===== src/rtl/tpm_cmd_parser.sv =====
// tpm_cmd_parser
//   Parses the header of a big-endian TPM 2.0 command byte stream coming from
//   the SPI I/O FIFO: tag, commandSize, commandCode and up to three handles.
//   The remaining parameter bytes are counted and dropped. One result (fields
//   or a TPM response code) is presented and held until acknowledged.
// Ports
//   clock, reset          system clock, synchronous active-high reset
//   in_valid/in_data/     byte stream in; in_last marks the final host byte;
//   in_last/in_ready      a byte moves when in_valid && in_ready
//   num_handles           handle count for cmd_code, sampled one cycle after byte 9
//   cmd_valid/cmd_ack     result handshake, held until ack
//   cmd_error/cmd_rc      error flag and TPM response code (0 = OK)
//   cmd_tag/cmd_size/     parsed header fields
//   cmd_code
//   handle_count,         handle area (unused handles read 0)
//   handle0..2
//   param_bytes           size - 10 - 4*handle_count
module tpm_cmd_parser #(
  parameter int unsigned MAX_CMD_SIZE = 4096
) (
  input  logic        clock,
  input  logic        reset,
  input  logic        in_valid,
  input  logic [7:0]  in_data,
  input  logic        in_last,
  output logic        in_ready,
  input  logic [1:0]  num_handles,
  output logic        cmd_valid,
  input  logic        cmd_ack,
  output logic        cmd_error,
  output logic [31:0] cmd_rc,
  output logic [15:0] cmd_tag,
  output logic [31:0] cmd_size,
  output logic [31:0] cmd_code,
  output logic [1:0]  handle_count,
  output logic [31:0] handle0,
  output logic [31:0] handle1,
  output logic [31:0] handle2,
  output logic [15:0] param_bytes
);

  localparam logic [31:0] RC_BAD_TAG  = 32'h0000_001E;
  localparam logic [31:0] RC_CMD_SIZE = 32'h0000_0142;
  localparam logic [31:0] MAX_SIZE    = MAX_CMD_SIZE;

  typedef enum logic [2:0] {S_HDR, S_LOOKUP, S_HANDLES, S_BODY, S_DRAIN, S_DONE} state_t;

  state_t      state_q, state_d;
  logic [15:0] idx_q, idx_d;
  logic [31:0] rc_q, rc_d;
  logic [15:0] tag_q, tag_d;
  logic [31:0] size_q, size_d, code_q, code_d;
  logic [1:0]  hcnt_q, hcnt_d;
  logic [31:0] h0_q, h0_d, h1_q, h1_d, h2_q, h2_d;
  logic [15:0] param_q, param_d;
  logic        end_seen_q, end_seen_d;
  logic        in_ready_q, in_ready_d, cmd_valid_q, cmd_valid_d, cmd_error_q, cmd_error_d;

  logic        accept, at_end;
  logic [15:0] idx_inc, hdl_end_idx;
  logic [31:0] hdl_need;

  // Only the first error of a command is reported.
  function automatic logic [31:0] keep_first(input logic [31:0] cur, input logic [31:0] nw);
    return (cur != 32'd0) ? cur : nw;
  endfunction

  always_comb begin
    state_d     = state_q;
    idx_d       = idx_q;
    rc_d        = rc_q;
    tag_d       = tag_q;
    size_d      = size_q;
    code_d      = code_q;
    hcnt_d      = hcnt_q;
    h0_d        = h0_q;
    h1_d        = h1_q;
    h2_d        = h2_q;
    param_d     = param_q;
    end_seen_d  = end_seen_q;

    accept      = in_valid && in_ready_q;
    idx_inc     = (idx_q == 16'hFFFF) ? idx_q : idx_q + 16'd1;
    at_end      = ({16'd0, idx_q} == size_q - 32'd1);
    hdl_need    = 32'd10 + {28'd0, num_handles, 2'b00};
    hdl_end_idx = 16'd9 + {12'd0, hcnt_q, 2'b00};

    case (state_q)
      S_HDR: if (accept) begin
        idx_d = idx_inc;
        if (idx_q == 16'd0) begin
          hcnt_d  = 2'd0;
          h0_d    = 32'd0;
          h1_d    = 32'd0;
          h2_d    = 32'd0;
          param_d = 16'd0;
        end
        if (idx_q < 16'd2)      tag_d  = {tag_q[7:0], in_data};
        else if (idx_q < 16'd6) size_d = {size_q[23:0], in_data};
        else                    code_d = {code_q[23:0], in_data};
        if (idx_q == 16'd1 && tag_d != 16'h8001 && tag_d != 16'h8002)
          rc_d = keep_first(rc_d, RC_BAD_TAG);
        if (idx_q == 16'd5 && (size_d < 32'd10 || size_d > MAX_SIZE))
          rc_d = keep_first(rc_d, RC_CMD_SIZE);
        if (idx_q == 16'd9) begin
          // A 10-byte command can legally end here; LOOKUP still runs so the
          // handle count is checked, and end_seen sends it straight to DONE.
          if (rc_d != 32'd0) begin
            state_d = in_last ? S_DONE : S_DRAIN;
          end else if (in_last && size_q != 32'd10) begin
            rc_d    = RC_CMD_SIZE;
            state_d = S_DONE;
          end else if (!in_last && size_q == 32'd10) begin
            rc_d    = RC_CMD_SIZE;
            state_d = S_DRAIN;
          end else begin
            end_seen_d = in_last;
            state_d    = S_LOOKUP;
          end
        end else if (in_last) begin
          rc_d    = keep_first(rc_d, RC_CMD_SIZE);
          state_d = S_DONE;
        end
      end

      S_LOOKUP: begin
        hcnt_d = num_handles;
        if (size_q < hdl_need) begin
          rc_d    = keep_first(rc_d, RC_CMD_SIZE);
          state_d = end_seen_q ? S_DONE : S_DRAIN;
        end else begin
          param_d = 16'(size_q - hdl_need);
          if (end_seen_q)                 state_d = S_DONE;
          else if (num_handles != 2'd0)   state_d = S_HANDLES;
          else                            state_d = S_BODY;
        end
      end

      S_HANDLES: if (accept) begin
        idx_d = idx_inc;
        if (idx_q < 16'd14)      h0_d = {h0_q[23:0], in_data};
        else if (idx_q < 16'd18) h1_d = {h1_q[23:0], in_data};
        else                     h2_d = {h2_q[23:0], in_data};
        if (at_end) begin
          if (in_last) state_d = S_DONE;
          else begin
            rc_d    = keep_first(rc_d, RC_CMD_SIZE);
            state_d = S_DRAIN;
          end
        end else if (in_last) begin
          rc_d    = keep_first(rc_d, RC_CMD_SIZE);
          state_d = S_DONE;
        end else if (idx_q == hdl_end_idx) begin
          state_d = S_BODY;
        end
      end

      S_BODY: if (accept) begin
        idx_d = idx_inc;
        if (at_end) begin
          if (in_last) state_d = S_DONE;
          else begin
            rc_d    = keep_first(rc_d, RC_CMD_SIZE);
            state_d = S_DRAIN;
          end
        end else if (in_last) begin
          rc_d    = keep_first(rc_d, RC_CMD_SIZE);
          state_d = S_DONE;
        end
      end

      S_DRAIN: if (accept) begin
        idx_d = idx_inc;
        if (in_last) state_d = S_DONE;
      end

      S_DONE: if (cmd_ack) begin
        state_d    = S_HDR;
        rc_d       = 32'd0;
        idx_d      = 16'd0;
        end_seen_d = 1'b0;
      end

      default: state_d = S_HDR;
    endcase

    in_ready_d  = (state_d == S_HDR) || (state_d == S_HANDLES) ||
                  (state_d == S_BODY) || (state_d == S_DRAIN);
    cmd_valid_d = (state_d == S_DONE);
    cmd_error_d = (state_d == S_DONE) && (rc_d != 32'd0);
  end

  always_ff @(posedge clock) begin
    if (reset) begin
      state_q     <= S_HDR;
      idx_q       <= 16'd0;
      rc_q        <= 32'd0;
      tag_q       <= 16'd0;
      size_q      <= 32'd0;
      code_q      <= 32'd0;
      hcnt_q      <= 2'd0;
      h0_q        <= 32'd0;
      h1_q        <= 32'd0;
      h2_q        <= 32'd0;
      param_q     <= 16'd0;
      end_seen_q  <= 1'b0;
      in_ready_q  <= 1'b1;
      cmd_valid_q <= 1'b0;
      cmd_error_q <= 1'b0;
    end else begin
      state_q     <= state_d;
      idx_q       <= idx_d;
      rc_q        <= rc_d;
      tag_q       <= tag_d;
      size_q      <= size_d;
      code_q      <= code_d;
      hcnt_q      <= hcnt_d;
      h0_q        <= h0_d;
      h1_q        <= h1_d;
      h2_q        <= h2_d;
      param_q     <= param_d;
      end_seen_q  <= end_seen_d;
      in_ready_q  <= in_ready_d;
      cmd_valid_q <= cmd_valid_d;
      cmd_error_q <= cmd_error_d;
    end
  end

  assign in_ready     = in_ready_q;
  assign cmd_valid    = cmd_valid_q;
  assign cmd_error    = cmd_error_q;
  assign cmd_rc       = rc_q;
  assign cmd_tag      = tag_q;
  assign cmd_size     = size_q;
  assign cmd_code     = code_q;
  assign handle_count = hcnt_q;
  assign handle0      = h0_q;
  assign handle1      = h1_q;
  assign handle2      = h2_q;
  assign param_bytes  = param_q;

endmodule

===== config.mk =====
export PLATFORM = sky130hd
export DESIGN_NAME = tpm_cmd_parser
export DESIGN_NICKNAME = d
export VERILOG_FILES = /design/src/rtl/tpm_cmd_parser.sv
export SDC_FILE = /design/constraint.sdc
export NUM_CORES = 1
export LEC_CHECK = 0
export CORE_UTILIZATION = 32
export CTS_BUF_LIST = sky130_fd_sc_hd__clkbuf_8
export CTS_CLUSTER_SIZE = 28
export DETAILED_ROUTE_END_ITERATION = 8
export PLACE_DENSITY = 0.54
export SYNTH_ARGS = -nofsm -noshare
export SYNTH_HDL_FRONTEND = slang
export SYNTH_SLANG_ARGS = --single-unit
export TNS_END_PERCENT = 20

===== constraint.sdc =====
create_clock -name clock -period 10 [get_ports clock]
set_clock_uncertainty 0.1 [all_clocks]
set_input_delay 1 -clock clock [delete_from_list [all_inputs] [get_ports clock]]
set_output_delay 1 -clock clock [all_outputs]
set_load 0.03 [all_outputs]

==> results of run 1 <==
## state kept, by name, summed over array words and instances (netlist names)
signal        cells
param_bytes      16
cmd_code         32
idx_q            16
in_ready          1
cmd_tag          16
cmd_size         32
state_q           3
handle_count      2
cmd_rc           32
handle1          32
cmd_error         1
cmd_valid         1
end_seen_q        1
handle0          32
handle2          32
## power by group through the flow
stage	logic (mW)	registers, mW	clock network, mW
floorplan	0.219	1.07	0
global placement	0.338	1.06	0
detailed placement	0.338	1.06	0
CTS	0.340	1.04	1.04
global route	0.372	1.04	1.09
finish	0.340	1.04	1.02
## final timing paths
check,slack [ns],to
hold reg to reg,0.36,cmd_code[31]
hold / removal,0.36,cmd_code[31]
setup / recovery,5.60,cmd_error
setup reg to reg,5.60,cmd_error
## area by class of cell
class | count | area (sq um) | share of cell area, %
clock inverters | 25 | 188 | 1.30
multi-input cells | 927 | 5330 | 36.8
inverters | 26 | 97.6 | 0.675
well taps | 442 | 553 | 3.82
clock buffers | 57 | 785 | 5.43
flip-flops and latches | 249 | 4980 | 34.5
repair buffers | 255 | 2520 | 17.5
## cells by family after synthesis
family / synth area share [%]
AO/OA/AOI/OAI: 19.0
flip-flops: 46.4
buffers and inverters: 4.38
multiplexers: 0.384
XOR/XNOR: 4.15
adder cells (fa/ha/maj): 1.35
AND/OR/NAND/NOR: 24.4
## layer usage
layer / track usage [%] / vias up
met5: 0 / -
met4: 5.49 / 0
met3: 6.11 / 62
met2: 31.3 / 329
met1: 27.2 / 4829
li1: - / 4976
## synthesized netlist by cell type (all sizes together), types with 4 or more instances
master,number
nor2,170
o31ai,6
clkbuf,84
nand2b,5
nor4b,4
nand3,18
nor4,31
nand2,190
inv,25
xor2,20
ha,10
a22oi,98
o21ai,26
a211oi,4
nor3,40
a21oi,118
or2,5
xnor2,30
buf,12
and3,6
or4,6
nand4,16
a21o,4
dfxtp,249
or3,12
a2111oi,4
a31oi,13
and2,26
nor3b,5
nor2b,4
## per-stage QoR
stage	instance area [sq um]	std cells	util (%)
global route	14500	1981	44.1
global placement	13500	1899	41.1
detailed placement	13500	1899	41.1
CTS	14500	1981	44.1
floorplan	10700	1298	-
finish	14500	1981	44.1
## worst max-delay path, delay by kind of cell (launching register included)
family	cells	cell delay, ns
AO/OA/AOI/OAI	5	0.91
adder cells (fa/ha/maj)	1	0.22
flip-flops	1	0.37
AND/OR/NAND/NOR	7	2.72
==> results.md, run 1 <==
* Port buffer count at 243
* Number of inserted filler cells in the final layout at 3305
* Critical path type: reg -> reg
* Hold violation count in the final report at 0
* GR Overflow Total at 0
* Measured slew at the worst slew-check pin at 1.09 ns
* Synthesized area per cell at 8.28 sq um
* Final setup violation count at 0
* Share of post-route cells with drive strength above 1 at 7.34%
* Seq cells post-synth at 249
* Die extent in y at 185 um
* Hold Crit Class: reg -> reg
* Routability congestion estimate from global placement at 0.877
* Biggest cell delay along the critical path at 0.71 ns
* Antenna violations before repair at 0
* Clk sink count at 249
* Critical path capture point type: flip-flop
* Number of violations of the max-capacitance limit at 0
* Number of global-route vias before repair at 9666
* Uppermost routed layer: met4
* Total power divided by cell area at 166 mW/mm^2
* Hold Slack at 0.358 ns
* Total nets after synthesis at 1324
* Total Nets Final at 1532
* Antenna-violating nets left at 0
* Hold depth at 2
* Met3 wire length at 2.83 mm
* Clock Pin Slew Worst Setup and Hold Paths at 0.06 ns
* VDD IR max at 0.110 mV
* Area growth from synthesis to final layout at 34.6%
* Overall die area at 0.0343 sq mm
* Fmax achieved at 0.227 GHz
* Cell leakage power at 5.16 nW
* Post-route total power at 2.40 mW
* First-iteration detailed-routing DRC count at 710
* TritonCTS clock tree: done
* Part of the power in the clock network at 42.5%
* Clock period minus final worst setup slack at 4.40 ns
* Overall via count from detail_route at 10.2k
* Number of buffers between clock root and the deepest sink at 3
* Worst slack after detailed placement at 5.32 ns
* Highest net fanout along the worst path at 7
* Switching power as a share of total power at 29.3%
* Final critical-path setup slack at 5.60 ns
* Internal power at 1.70 mW
* Synthesized area at 0.0107 sq mm
* Run status: finished, final reports clean
* Startpoint of the worst setup timing path: cmd_size[20]
* Number of vias per cell after detailed routing at 5.15
* Sequence of cells on the critical path: or4_1 -> nor4_1 -> or4b_2 -> or3_1 -> ha_1 -> or3_1 -> o211a_1 -> nor2b_1 -> o21ai_0 -> nand2_1 -> a311o_1 -> a21oi_1 -> a31oi_1
* Number of optimization iterations in the first detailed-route pass at 5
* Cell at the root of the clock tree: clkbuf_8
* Worst-skew pair later-pin latency at 0.59 ns
* WL met2 at 16.0 mm
* Core area at 0.0328 sq mm
* Sw power at 0.702 mW
* Largest cells by area after synthesis: dfxtp_1, a22oi_1, nand2_1, nor2_1, a21oi_1
* Maximum number of pins on one net before global-route repair at 112
* Global-route wire length before repair at 54.9 mm
* Cell with the biggest individual delay on the critical path: or4b_2
* I/O pins at 244
* Required time of the critical path at 10.36 ns
* Commonest non-fill, non-tap cell in the layout: dfxtp_1
* Average wire per standard cell at 17.9 um
* Portion of the post-synthesis area used by sequential elements at 46.4%
* Proportion of power drawn by combinational gates at 14.2%
* Worst setup SP type: flip-flop
* Async S/R FF share, synth at 0%
* Prevailing post-synth register cell: dfxtp_1
* Post-route met1 wirelength at 16.0 mm
* Setup repair bufs after CTS at 0
* Synth top area share at 46.4%
* Biggest area consumer among synthesized cells: dfxtp_1
* Initial Util at 32.8%
* Cell seen most often among critical-path stages: or3_1
* Diodes inserted at 0
* Setup TNS at 0 ns
* CTS buffer count at 47
* YS warnings at 0
* Max Slew Vio Count at 0
* Worst-case headroom to the max-slew limit at 27.2%
* Total half-perimeter wirelength after legalization and detailed placement at 24.2 mm
* Final period utilization at 44.0%
* H-tree level count at 2
* Unrepaired setup endpoints after global routing: false
* Depth of the most critical reg-to-reg path at 13
* Number of remaining DRC errors at 0
* Total of cells resized after clock tree synthesis at 0
* Arrival time at the worst endpoint at 4.76 ns
* Sequential Power Share at 43.3%
* Number of instances in the synthesized netlist at 1298
* Crit Reg-Reg Startpoint: cmd_size[20]
* Startpoint of the most critical hold path: cmd_code[31]
* GRT Overall Usage at 20.3%
* Most used cells in the layout excluding fill and tap cells: dfxtp_1, clkdlybuf4s50_1, nand2_1
* Std cell rows at 66
* Count of different cell masters after synthesis at 79
* Total wire length after detailed routing at 35.5 mm
* Overall die width at 185 um
* Number of enable flip-flop cells after synthesis at 0
* Count of hold buffers inserted by post-cts repair at 0
No activity file was read; power rests on OpenSTA's default activity.
==> run 2, diff against run 1 <==
PLACE_DENSITY = 0.56   (was 0.54)
clock period = 3.8 ns   (was 10 ns; I/O delays follow)
==> run 2 against run 1 <==
  * Power grew to 2.6 times the previous value
  * Non-clock buffer count is 75 higher
  * Clock power grew 150%
  * Utilization up 1.9 points
  * Cell count is 3.8% higher
  * Setup slack lost 5.5 ns
  * Combinational power grew to 3.0 times the previous value
  * Sequential cell count unchanged
  * Critical path type unchanged
==> results.md, run 2 (synthesis gave the netlist of run 1 again) <==
* Run status: finished, final reports clean
* TritonCTS clock tree: done
* Std cell rows at 66 (unchanged)
* Commonest non-fill, non-tap cell in the layout: dfxtp_1
* Port buffer count at 243 (unchanged)
* Met1 track demand over resource in global routing at 27.1% (-0.11 points)
* Routability congestion estimate from global placement at 0.888 (+1.3%)
* Worst path bufs/invs at 0 (unchanged)
* Most used cells in the layout excluding fill and tap cells: dfxtp_1, clkdlybuf4s50_1, nand2_1
* Diodes inserted at 0 (unchanged)
* Cell at the root of the clock tree: clkbuf_8
* Global-route wire length before repair at 56.1 mm (+2.1%)
* Biggest cell delay along the critical path at 0.54 ns (-0.17 ns)
* GR Overflow Total at 0 (unchanged)
* Met3 usage in global routing at 6.25% (+0.14 points)
* H-tree level count at 2 (unchanged)
* Total wire length after detailed routing at 35.7 mm (+0.58%)
* Hold depth at 2 (unchanged)
* Maximum number of pins on one net before global-route repair at 136 (+21%)
* Hold violation count in the final report at 0 (unchanged)
* Antenna-violating nets left at 0 (unchanged)
* Crit-path leading delay family: simple AND/OR/NAND/NOR gates
* Max Slew Vio Count at 0 (unchanged)
* Total Nets Final at 1605 (+4.8%)
* Critical R2R Capture: cmd_error
* First-iteration detailed-routing DRC count at 696 (-2.0%)
* Overall die area at 0.0343 sq mm (unchanged)
* Arrival time at the worst endpoint at 4.04 ns (-0.72 ns)
* Startpoint of the most critical hold path: reset
* Sequential Power Share at 43.3% (about the same)
* Highest net fanout along the worst path at 2 (-5)
* Total power divided by cell area at 415 mW/mm^2 (+150%)
* Fmax achieved at 0.270 GHz (+19%)
* Hold Crit Class: in -> reg
* Core area at 0.0328 sq mm (unchanged)
* Measured slew at the worst slew-check pin at 0.731 ns (-0.358 ns)
* Overall via count from detail_route at 10.5k (+2.6%)
* Crit Reg-Reg Startpoint: cmd_size[25]
* Critical path type: reg -> reg
* Initial Util at 32.8% (unchanged)
* CTS buffer count at 45 (-4.3%)
* Number of buffers between clock root and the deepest sink at 3 (unchanged)
* Area growth from synthesis to final layout at 40.4%
* Antenna violations before repair at 1 (+1)
* Die extent in y at 185 um (unchanged)
* VDD IR max at 0.218 mV (+98%)
* Proportion of power drawn by combinational gates at 16.1% (+1.9 points)
* Clock period minus final worst setup slack at 3.70 ns (-0.704 ns)
* Switching power as a share of total power at 29.4% (+0.080 points)
* GRT Overall Usage at 20.5% (+0.24 points)
* Number of optimization iterations in the first detailed-route pass at 7 (+2)
* Internal power at 4.42 mW (+160%)
* Number of global-route vias before repair at 10.1k (+4.0%)
* Setup TNS at 0 ns (unchanged)
* CP Depth at 13 (unchanged)
* Fin cells at 2056 (+3.8%)
* Worst-case headroom to the max-slew limit at 51.1% (+24 points)
* Setup slack, reg-to-reg at 0.10 ns (-5.50 ns)
* Worst setup SP type: flip-flop
* Global-route layer with the greatest usage: met2
* Unrepaired setup endpoints after global routing: true
* Number of vias per cell after detailed routing at 5.09 (-1.1%)
* Final setup violation count at 0 (unchanged)
* Clock Pin Slew Worst Setup and Hold Paths at 0.06 ns (about the same)
* Cell leakage power at 5.56 nW (+7.7%)
* Terminating pin of the worst hold path: cmd_code[7]
* I/O pins at 244 (unchanged)
* Overall die width at 185 um (unchanged)
* Number of inserted filler cells in the final layout at 3258 (-1.4%)
* Worst-skew pair later-pin latency at 0.59 ns (about the same)
* Number of placed cells counting well taps at 1972 (+3.8%)
* Cell with the biggest individual delay on the critical path: or4_4
* Depth of the most critical reg-to-reg path at 13 (unchanged)
* Average wire per standard cell at 17.3 um (-3.1%)
* Part of the power in the clock network at 40.6% (-1.9 points)
* Total half-perimeter wirelength after legalization and detailed placement at 24.9 mm (+2.9%)
* Sw power at 1.84 mW (+160%)
* Met2 Use GR at 32.1% (+0.85 points)
* Critical path capture point type: flip-flop
* Sequence of cells on the critical path: or4_4 -> nor4_4 -> or4b_4 -> or3_4 -> ha_4 -> or3_1 -> o211a_1 -> nor2b_1 -> o21ai_1 -> nand2_1 -> a311o_1 -> a21oi_2 -> a31oi_1
* Post-layout utilization of the core at 46.0% (+1.9 points)
* Number of remaining DRC errors at 0 (unchanged)
* Required time of the critical path at 4.15 ns (-6.21 ns)
* Share of post-route cells with drive strength above 1 at 12.4% (+5.0 points)
* Final period utilization at 97.3% (+53 points)
* Number of violations of the max-capacitance limit at 0 (unchanged)
* Clk sink count at 249 (unchanged)
-- run 2: how the worst max path moves through the flow --
stage | startpoint | end | slack (ns)
after detailed placement | cmd_size[25] | cmd_error | -0.14
after global routing | cmd_size[25] | cmd_error | -0.06
after global placement | cmd_size[25] | cmd_error | -0.08
after floorplan | cmd_size[25] | cmd_error | 0.02
after CTS | cmd_size[22] | cmd_error | 0.01
final | cmd_size[25] | cmd_error | 0.10
-- run 2: repair_timing --
item                       CTS  global route
gates resized for setup      5             7
hold endpoints to repair     0             0
setup buffers                1             1
setup endpoints to repair    2            33
pin swaps                    6             4
hold buffers                 0             0
-- run 2: layout make-up --
class | instances | area [sq um] | area share (%)
Clock inverter | 24 | 128 | 0.846
Timing Repair Buffer | 330 | 3110 | 20.6
Clock buffer | 58 | 798 | 5.29
Inverter | 26 | 97.6 | 0.647
Multi-Input combinational cell | 927 | 5400 | 35.8
Sequential cell | 249 | 4990 | 33.1
Tap cell | 442 | 553 | 3.67
-- run 2: power groups by stage --
stage | logic (mW) | registers [mW] | clock network [mW]
floorplan | 0.578 | 2.82 | 0
CTS | 0.991 | 2.71 | 2.62
finish | 1.01 | 2.71 | 2.54
global placement | 0.986 | 2.76 | 0
detailed placement | 0.987 | 2.77 | 0
global route | 1.10 | 2.72 | 2.74
-- run 2: routing by layer --
layer | routed length, um | up-vias
li1 | - | 5121
met1 | 16100 | 4936
met2 | 16100 | 348
met3 | 2850 | 54
met4 | 615 | 2
met5 | 16 | -
-- run 2: metrics by stage --
stage                     worst slack [ns]  total power [mW]  hold slack [ns]  area (sq um)
after CTS                           0.0102              6.32            0.139         15000
after global routing               -0.0642              6.56            0.182         15100
after floorplan                     0.0166              3.39            0.388         10800
after detailed placement            -0.135              3.75            0.352         14100
final                                0.103              6.26            0.168         15100
after global placement             -0.0792              3.75            0.345         14100
==> run 3, diff against run 2 <==
==> constraint.sdc (replaced) <==
create_clock -name clock -period 3.8 [get_ports clock]
set_clock_uncertainty 0.1 [all_clocks]
set_input_delay 0.76 -clock clock [delete_from_list [all_inputs] [get_ports clock]]
set_output_delay 0.76 -clock clock [all_outputs]
set_load 0.03 [all_outputs]
==> run 3 against run 2 <==
  * Global-route usage increased by 0.17 points
  * Power increased by 0.28%
  * Combinational power about the same
  * Setup slack improved by 0.073 ns
  * Cell count is 0.34% higher
  * Cell area rose by 0.40%
  * Count of clock-buffer cells in the layout fell by 6
  * Critical path depth stayed put
  * Non-clock buffer count rose by 10
  * Wire length up 2.0%
  * Sequential power is essentially flat
  * Utilization is 0.18 points higher
==> results.md, run 3 (synthesis gave the netlist of run 1 again) <==
* Run status: finished, final reports clean
* Overall die area at 0.0343 sq mm (unchanged)
* Proportion of power drawn by combinational gates at 16.3% (+0.2 points)
* Number of buffers between clock root and the deepest sink at 3 (unchanged)
* VDD IR max at 0.269 mV (+24%)
* Global-route wire length before repair at 56.3 mm (+0.27%)
* Post-layout utilization of the core at 46.2% (+0.18 points)
* Diodes inserted at 0 (unchanged)
* Die extent in y at 185 um (unchanged)
* Number of vias per cell after detailed routing at 5.14 (+0.98%)
* Total power divided by cell area at 415 mW/mm^2 (-0.12%)
* Arrival time at the worst endpoint at 3.97 ns (-0.07 ns)
* Sequential Power Share at 43.3% (about the same)
* Max Slew Vio Count at 0 (unchanged)
* Clock Pin Slew Worst Setup and Hold Paths at 0.06 ns (about the same)
* Biggest cell delay along the critical path at 0.52 ns (-0.02 ns)
* Number of remaining DRC errors at 0 (unchanged)
* Routability congestion estimate from global placement at 0.864 (-2.7%)
* Number of inserted filler cells in the final layout at 3272 (+0.43%)
* Area growth from synthesis to final layout at 40.9%
* Maximum number of pins on one net before global-route repair at 82 (-40%)
* Antenna-violating nets left at 0 (unchanged)
* Number of optimization iterations in the first detailed-route pass at 5 (-2)
* Average wire per standard cell at 17.6 um (+1.7%)
* Total wire length after detailed routing at 36.4 mm (+2.0%)
* Sw power at 1.84 mW (-0.11%)
* I/O pins at 244 (unchanged)
* Total half-perimeter wirelength after legalization and detailed placement at 25.4 mm (+1.9%)
* Measured slew at the worst slew-check pin at 0.733 ns (+0.00181 ns)
* Core area at 0.0328 sq mm (unchanged)
* Share of post-route cells with drive strength above 1 at 13.0% (+0.56 points)
* Highest net fanout along the worst path at 2 (unchanged)
* Hold violation count in the final report at 0 (unchanged)
* Internal power at 4.44 mW (+0.44%)
* Total Nets Final at 1615 (+0.62%)
* Final setup violation count at 0 (unchanged)
* Overall via count from detail_route at 10.6k (+1.3%)
* Std cell rows at 66 (unchanged)
* Port buffer count at 243 (unchanged)
* Cell with the biggest individual delay on the critical path: or4_4
* Initial Util at 32.8% (unchanged)
* Post-route total power at 6.28 mW (+0.28%)
* Most used cells in the layout excluding fill and tap cells: dfxtp_1, clkdlybuf4s50_1, nand2_1
* GRT Overall Usage at 20.7% (+0.17 points)
* Crit-path leading delay family: simple AND/OR/NAND/NOR gates
* GR Overflow Total at 0 (unchanged)
* Worst path bufs/invs at 0 (unchanged)
* First-iteration detailed-routing DRC count at 703 (+1.0%)
* CTS buffer count at 45 (unchanged)
* Number of violations of the max-capacitance limit at 0 (unchanged)
* Cell leakage power at 5.59 nW (+0.57%)
* TritonCTS clock tree: done
* Worst-skew pair later-pin latency at 0.56 ns (-0.03 ns)
* Fmax achieved at 0.276 GHz (+2.0%)
* Overall die width at 185 um (unchanged)
* Number of global-route vias before repair at 10.0k (-0.20%)
* Cell at the root of the clock tree: clkbuf_8
* Worst-case headroom to the max-slew limit at 51.0% (-0.087 points)
* Final period utilization at 95.4% (-1.9 points)
* Hold Crit Class: reg -> reg
* Critical path type: reg -> reg
* Commonest non-fill, non-tap cell in the layout: dfxtp_1
* Part of the power in the clock network at 40.4% (-0.2 points)
* Required time of the critical path at 4.15 ns (about the same)
* Antenna violations before repair at 0 (-1)
* Sequence of cells on the critical path: or4_4 -> nor4_4 -> or4b_4 -> or3_4 -> ha_4 -> or3_1 -> o211a_1 -> nor2b_1 -> o21ai_1 -> nand2_1 -> a311o_1 -> a21oi_1 -> a31oi_1
* Worst setup SP type: flip-flop
* H-tree level count at 2 (unchanged)
* Critical path capture point type: flip-flop
* Setup TNS at 0 ns (unchanged)
* Clock period minus final worst setup slack at 3.62 ns (-0.0732 ns)
* Clk sink count at 249 (unchanged)
* Switching power as a share of total power at 29.2% (-0.11 points)
-- run 3: changes by cell type in the layout (fill, tap and decap cells not counted), sizes merged --
cell      before  now
clkinv         5   10
inv           45   40
bufinv         0    2
clkbuf        58   52
buf           88   98
clkinvlp       0    1
-- run 3: cell type report --
cell class | instances | area, sq um | share of cell area (%)
Multi-Input combinational cell | 927 | 5390 | 35.6
Sequential cell | 249 | 4990 | 33.0
Timing Repair Buffer | 340 | 3210 | 21.2
Clock buffer | 52 | 716 | 4.73
Tap cell | 442 | 553 | 3.65
Clock inverter | 27 | 184 | 1.21
Inverter | 26 | 97.6 | 0.644
-- run 3: per-stage QoR --
| step | area (sq um) | setup WS, ns | cells | hold slack (ns) |
|---|---|---|---|---|
| 3_5_place_dp | 14200 | -0.501 | 1982 | 0.351 |
| 6_report | 15100 | 0.176 | 2063 | 0.359 |
| 2_1_floorplan | 10800 | 0.0166 | 1298 | 0.388 |
| 4_1_cts | 15100 | 0.0164 | 2062 | 0.360 |
| 5_1_grt | 15100 | -0.00217 | 2063 | 0.369 |
| 3_3_place_gp | 14200 | -0.501 | 1982 | 0.345 |
-- run 3: worst paths after layout --
path	cells past startpoint	slack (ns)	startpoint	endpoint
min reg2reg	2	0.36	cmd_code[24]	cmd_code[24]
max reg2reg	13	0.18	cmd_size[25]	cmd_error
max	13	0.18	cmd_size[25]	cmd_error
min	2	0.36	cmd_code[24]	cmd_code[24]
-- run 3: routing by layer --
metal	GRT usage (%)	up-vias	share of wire (%)
met5	0	-	0
met4	6.18	0	2.1
li1	-	5145	-
met2	32.3	365	45
met1	27.3	5028	44
met3	6.11	62	8.5
-- run 3: what timing repair did --
action / in CTS / in global routing
hold buffers: 0 / 0
setup endpoints to repair: 2 / 30
pin swaps: 1 / 9
setup buffers: 1 / 1
resized for setup: 3 / 7
-- run 3: power by group through the flow --
stage / sequential, mW / combinational (mW) / clock [mW]
4_1_cts: 2.72 / 1.01 / 2.61
2_1_floorplan: 2.82 / 0.578 / 0
3_3_place_gp: 2.77 / 1.00 / 0
6_report: 2.72 / 1.02 / 2.54
5_1_grt: 2.73 / 1.11 / 2.74
3_5_place_dp: 2.78 / 1.00 / 0
-- run 3: tightest hold or removal path, stage by stage (launching register included) --
cell	delay [ns]
dfxtp_1	0.31
nand2_1	0.05
a21oi_1	0.05
